**src/rtl/simple_processor_pkg.sv**
```systemverilog
// rtl/simple_processor_pkg.sv - shared constants and opcode type for the simple processor
package simple_processor_pkg;

  localparam int DATA_WIDTH = 32;

  typedef enum logic [3:0] {
    ADD   = 4'd0,
    SUB   = 4'd1,
    AND   = 4'd2,
    OR    = 4'd3,
    XOR   = 4'd4,
    SLL   = 4'd5,
    SRL   = 4'd6,
    SLT   = 4'd7,
    LOAD  = 4'd8,
    STORE = 4'd9
  } func_t;

endpackage

```
**src/rtl/alu_mem_stats.sv**
```systemverilog
// rtl/alu_mem_stats.sv - load/store access counters and sticky illegal-request flag
module alu_mem_stats #(
  parameter int CNT_WIDTH = 16
) (
  input  logic                 clk_i,
  input  logic                 rst_ni,
  input  logic                 ld_i,
  input  logic                 st_i,
  input  logic                 ill_i,
  output logic [CNT_WIDTH-1:0] ld_cnt_o,
  output logic [CNT_WIDTH-1:0] st_cnt_o,
  output logic                 illegal_sticky_o
);

  logic [CNT_WIDTH-1:0] r_ld_cnt;
  logic [CNT_WIDTH-1:0] r_st_cnt;
  logic                 r_sticky;

  // Counters wrap naturally; a reset edge discards any pending increment.
  always_ff @(posedge clk_i) begin
    if (!rst_ni) begin
      r_ld_cnt <= '0;
      r_st_cnt <= '0;
      r_sticky <= 1'b0;
    end else begin
      if (ld_i)  r_ld_cnt <= r_ld_cnt + 1'b1;
      if (st_i)  r_st_cnt <= r_st_cnt + 1'b1;
      if (ill_i) r_sticky <= 1'b1;
    end
  end

  assign ld_cnt_o         = r_ld_cnt;
  assign st_cnt_o         = r_st_cnt;
  assign illegal_sticky_o = r_sticky;

endmodule

```
**src/rtl/alu_mem.sv**
```systemverilog
// rtl/alu_mem.sv - combinational load/store datapath with registered access statistics
module alu_mem
  import simple_processor_pkg::*;
#(
  parameter int CNT_WIDTH = 16
) (
  input  logic                  clk_i,
  input  logic                  rst_ni,
  input  func_t                 func_i,
  input  logic [DATA_WIDTH-1:0] rs1_data_i,
  input  logic [DATA_WIDTH-1:0] rs2_data_i,
  input  logic [DATA_WIDTH-1:0] rd_data_i,
  input  logic                  we_i,
  output logic [DATA_WIDTH-1:0] mem_addr_o,
  output logic [DATA_WIDTH-1:0] mem_data_o,
  output logic                  mem_we_o,
  output logic                  mem_re_o,
  output logic                  illegal_o,
  output logic                  illegal_sticky_o,
  output logic [CNT_WIDTH-1:0]  ld_cnt_o,
  output logic [CNT_WIDTH-1:0]  st_cnt_o
);

  logic w_is_load;
  logic w_is_store;

  assign w_is_load  = (func_i == LOAD);
  assign w_is_store = (func_i == STORE);

  assign mem_addr_o = rs1_data_i;

  // Data selection follows the opcode only; a mismatched we_i still routes data.
  always_comb begin
    mem_data_o = '0;
    if (w_is_load)       mem_data_o = rd_data_i;
    else if (w_is_store) mem_data_o = rs2_data_i;
  end

  assign mem_we_o  = w_is_store && we_i;
  assign mem_re_o  = w_is_load && !we_i;
  assign illegal_o = (w_is_load && we_i) || (w_is_store && !we_i);

  alu_mem_stats #(
    .CNT_WIDTH(CNT_WIDTH)
  ) u_stats (
    .clk_i           (clk_i),
    .rst_ni          (rst_ni),
    .ld_i            (mem_re_o),
    .st_i            (mem_we_o),
    .ill_i           (illegal_o),
    .ld_cnt_o        (ld_cnt_o),
    .st_cnt_o        (st_cnt_o),
    .illegal_sticky_o(illegal_sticky_o)
  );

endmodule

```
**config.mk**
```make
export PLATFORM = sky130hd
export DESIGN_NAME = alu_mem
export DESIGN_NICKNAME = d
export VERILOG_FILES = /design/src/rtl/simple_processor_pkg.sv /design/src/rtl/alu_mem_stats.sv /design/src/rtl/alu_mem.sv
export SDC_FILE = /design/constraint.sdc
export NUM_CORES = 1
export LEC_CHECK = 0
export BUFFER_PORTS_ARGS = -buffer_cell sky130_fd_sc_hd__buf_2
export CAP_MARGIN = 20
export CORE_MARGIN = 2
export CORE_UTILIZATION = 38
export DETAILED_ROUTE_END_ITERATION = 10
export GPL_TIMING_DRIVEN = 0
export MAX_ROUTING_LAYER = met4
export PLACE_DENSITY_LB_ADDON = 0.05
export SLEW_MARGIN = 0
export SYNTH_ARGS = -nofsm -noshare
export SYNTH_HDL_FRONTEND = slang
export SYNTH_SLANG_ARGS = --single-unit
```
**constraint.sdc**
```tcl
create_clock -name clk_i -period 2.26 [get_ports clk_i]
set_input_delay 0.565 -clock clk_i [delete_from_list [all_inputs] [get_ports clk_i]]
set_output_delay 0.565 -clock clk_i [all_outputs]
set_load 0.1 [all_outputs]
```
# Yosys cells after proc, flatten, opt, wreduce, memory -nomap -nowiden
# Cells that the tools add are included.
# op_classes
mul	0
addsub	2
magnitude_cmp	0
div	0
n_eq_ne	2
shifts	0
bitwise	0
mux	2
n_reduce_logical	6
# op_table
cell	count
32-bit two-way mux	2
16-bit by 1-bit adder with 16-bit output, second input constant	2
4-bit == test, second input constant	2
1-bit logical AND	4
1-bit logical NOT	1
1-bit logical OR	1
# totals
output_inout_bits	100
reg_bits	33
ram_bits	0
wordCells	15
latch_bits	0
romBits	0
n_memories	0
input_bits	103

# Longest topological paths before layout
# logic_depth
word_depth	3
mapped_depth	6
mapped_depth_nobuf	5

# Cells and area by module
# A second synthesis with hierarchy kept.
# hier_totals
cells_unflattened	278
hier_area_um2	2277.2
# by_module_without_submodules
module	cells_per_inst	area_each_um2	seq_area_each_um2	instances
alu_mem_stats	168	1485.2	660.6	1
alu_mem	110	792.0	0.0	1

# Worst setup path before layout
# Ideal clock, no wire load.
# synth_timing
path_type	input to output
start	input func_i[2]
end	output mem_data_o[10]
path_buffers	2
required_time_ns	1.695
slack_ns	-0.900
path_stages	4
arrival_ns	2.595
path_cell_list	or3b_1 clkbuf_1 clkbuf_1 nor2_1
# synth_between
elab_chain_cells	3
elab_cells_between_ends	4
cone_classes	eq/ne (2); mux (2)
# synth_rtl
item	line	rtl
start: declaration	alu_mem.sv:9	input func_t func_i,
4-bit == test	alu_mem.sv:28	assign w_is_store = (func_i == STORE);
32-bit two-way mux	alu_mem.sv:36	else if (w_is_store) mem_data_o = rs2_data_i;
32-bit two-way mux (*)	alu_mem.sv:35	if (w_is_load) mem_data_o = rd_data_i;
end: declaration	alu_mem.sv:15	output logic [DATA_WIDTH-1:0] mem_data_o,
# Mark *: on every way between the ends. The rest lies on a longest branch, timed or not.

# Worst setup path in the final report
# layout_timing
start	input func_i[1]
end	output mem_data_o[3]
# The elaborated chain is that of the path after synthesis.

==> results by group <==
Floorplanning
  – Core area: 5850 um2
  – IO Pins: 203
  – Chip width: 81.2 um
  – Die H: 81.2 um
  – Num rows: 28
  – Initial Utilization: 38.8%
  – Area of the die: 6600 um2

CTS
  – Total CTS buffers: 5
  – Root Buffer: clkbuf_8
  – Clk slew on worst S/H paths: 0.07 ns
  – CTS H-tree depth: 2
  – Clock Latency Late Sink: 0.28 ns
  – Num Clock Sinks: 33
  – CTS tree: yes
  – Hold-fix buffers, CTS: 0
  – Maximum root-to-sink buffer count: 2

Logic synthesis
  – Adder-cell area share of the yosys netlist: 1.10%
  – Yosys top cell area share: 29.1%
  – Post-synthesis xor/xnor area fraction: 7.34%
  – Register area share after synthesis: 29.1%
  – Synth Area in Compound Gates: 5.08%
  – Post-synthesis mux area share: 15.5%
  – Yosys top cell by area: dfxtp_1
  – Post-Syn Area: 2270 um2
  – Post-synth EDFFs: 0
  – Post-synthesis average cell area: 8.10 um2
  – Async SR Flop Fraction: 0%
  – Synth Flop Type: dfxtp_1
  – Syn nets: 385
  – Ranking of synthesized cells by area: dfxtp_1, mux2i_1, buf_4
  – Count of cell types in the netlist: 33
  – Synth warnings: 0
  – Combinational family with the most area after synthesis: simple AND/OR/NAND/NOR gates
  – Yosys reg bits: 33
  – Synthesized instance count: 280
  – Simple-Gate Fraction of Synth Area: 28.1%

Pwr
  – Leak pwr: 0.00197 uW
  – Seq pwr share: 32.2%
  – Cell-internal power: 1060 uW
  – Max VDD drop: 0.327 mV
  – Gate power share: 44.0%
  – Sw frac: 41.8%
  – Clock share of power: 23.9%
  – Sw Pwr: 760 uW
  – Cell area power density: 416 nW/um2
  – Total Power: 1820 uW

Final layout
  – Layout fillers: 428
  – Layout cell share with drive strength beyond 1: 62.4%
  – P&R area growth vs syn: 92.4%
  – Antenna diodes: 0
  – Final Util: 74.6%
  – Post-Layout Cell Count: 541
  – Fin area: 4360 um2
  – Final nets: 570

Setup path
  – RR Endpoint: u_stats.st_cnt_o[15]
  – Crit-path max cell delay: 0.42 ns
  – Crit path cell chain: buf_8 -> or3b_4 -> clkbuf_16 -> clkbuf_16 -> nor2_4 -> buf_12
  – Crit path max fanout: 7
  – Reg2Reg Depth: 4
  – Flop-to-flop setup slack: 0.53 ns
  – Critical path type: in -> out
  – CP most frequent cell: clkbuf_16
  – Slowest CP cell: or3b_4
  – Critical Path RT: 1.69 ns
  – Worst EP arrival: 1.75 ns
  – Worst r2r src: u_stats.st_cnt_o[2]
  – CP Launch Type: input pin
  – Crit. End Element: output port

Worst hold path
  – Hold crit path type: reg -> reg
  – Hold path startpoint: u_stats.ld_cnt_o[15]
  – Hold depth: 2
  – Hold endpoint: u_stats.ld_cnt_o[15]

Timing
  – Slew headroom: 64.3%
  – Clock skew: 0.00626 ns
  – Final WS setup: -0.0516 ns
  – Max Clk Rate: 433 MHz
  – RSZ-0062 raised after global routing: true
  – Tightest Pin Transition: 0.535 ns
  – Pins Over Slew Limit: 0
  – Fin crit share: 102%
  – Hold Violations, Final: 0
  – Period minus WS final: 2.31 ns
  – # setup viols final: 27

Outcome
  – Failing checks: negative setup slack
  – Outcome: finished, violations left

Global route
  – Global-route wire length before repair: 10700 um
  – Initial antenna violation count: 0
  – Grt total ovfl: 0
  – Total track usage: 21.0%
  – Vias in the first global route: 2417
  – Largest net degree at the start of global routing: 12

Job
  – Max-cap violations: 0

Place
  – Post-DP HPWL: 5330 um
  – Placer Congestion: 0.759
  – Cell total after placement: 524
  – DP Area: 3490 um2
  – IO buf count: 169
  – Pre-CTS WS: -0.379 ns

Drt
  – Initial DRT Pass Iterations: 4
  – Drt wl/cell: 14.1 um
  – Vias: 2659
  – Initial DRC count: 90
  – Final WL: 7630 um
  – Vias per cell: 4.91
  – Final ANT Viol Nets: 0
  – DRC viols: 0
## worst max-delay path by stage
stage / startpoint / end / slack [ns] / cells after the start
floorplan: func_i[2] / mem_data_o[0] / -0.23 / 3
global placement: func_i[2] / mem_data_o[23] / -0.38 / 6
detailed placement: func_i[2] / mem_data_o[23] / -0.38 / 6
CTS: func_i[1] / mem_data_o[5] / -0.05 / 6
global route: func_i[1] / mem_data_o[3] / -0.08 / 6
finish: func_i[1] / mem_data_o[3] / -0.05 / 6
## flip-flops by register name (all words and copies together), names as in the netlist
signal,cells
u_stats.ld_cnt_o,16
u_stats.st_cnt_o,16
u_stats.illegal_sticky_o,1
## logic make-up after synthesis
group / count (synthesis)
xor gates and xnor gates: 19
muxes: 35
and+or+nand+nor: 120
buffers and inverters: 49
adders and majority gates: 2
AOI/OAI and AO/OA: 22
DFF: 33
## cell usage after synthesis, types with 3 or more instances
library cell and number:
o21ai_0 8, dfxtp_1 33, and2_1 3, nor2_1 56, a21oi_1 11, nand3_1 12, buf_2 4, and3_1 7
or3_1 7, mux2i_1 35, xor2_1 13, buf_4 33, and4_1 6, nand2_1 6, nand4_1 10, xnor2_1 6
clkbuf_1 9
## layer usage
metal  global-route usage [%]  up-vias  part of all wire, %
met3                     5.00        0                  6.9
li1                         -     1315                    -
met5                        -        -                    0
met4                     2.03        0                    0
met2                     36.0      120                   53
met1                     25.9     1224                   40
## worst max-delay path, delay by kind of cell
family | cells | cell delay, ns
simple gates | 2 | 0.55
buf+inv | 4 | 0.63
## repair_timing
action / in CTS / in global routing
pin swaps: 4 / 4
cloned: 3 / 1
buffers inserted: 5 / 0
setup endpoints to repair: 35 / 34
gates resized for setup: 155 / 23
endpoints found under the hold margin: 0 / 0
## power by group through the flow
stage          clock (uW)  sequential [uW]  combinational, uW
4_1_cts               449              584                768
5_1_grt               471              584                830
3_3_place_gp            0              598                663
3_5_place_dp            0              598                669
2_1_floorplan           0              609                538
6_report              434              584                798
## placed cells by master (no fill, tap or decap), drive strengths merged, types with 3 or more instances in the layout
cell    Yosys  final
nand2       6      6
nand3      13     13
a21oi      11     11
xnor2       6      6
buf        38    213
and2        3      3
dfxtp      33     33
nor2       56     56
o21ai       9      9
mux2i      35     35
nand4      10     10
clkbuf      9     17
and3        7      7
and4        6      6
xor2       13     13
or3         7      7
## stage by stage
step | hold slack, ns | TNS [ns]
after floorplan | 0.713 | -5.28
after global placement | 0.453 | -11.12
after detailed placement | 0.458 | -11.23
after CTS | 0.474 | -0.715
after global routing | 0.503 | -1.22
final | 0.475 | -0.546
## final cells by class
type / instances / area, um2 / share of cell area, %
Inverter: 2 / 7.51 / 0.172
Clock inverter: 3 / 17.5 / 0.402
Clock buffer: 5 / 68.8 / 1.58
Timing Repair Buffer: 178 / 1460 / 33.4
Multi-Input combinational cell: 198 / 1630 / 37.4
Tap cell: 75 / 93.8 / 2.15
Buffer: 47 / 422 / 9.67
Sequential cell: 33 / 663 / 15.2
No activity file was read; power rests on OpenSTA's default activity.
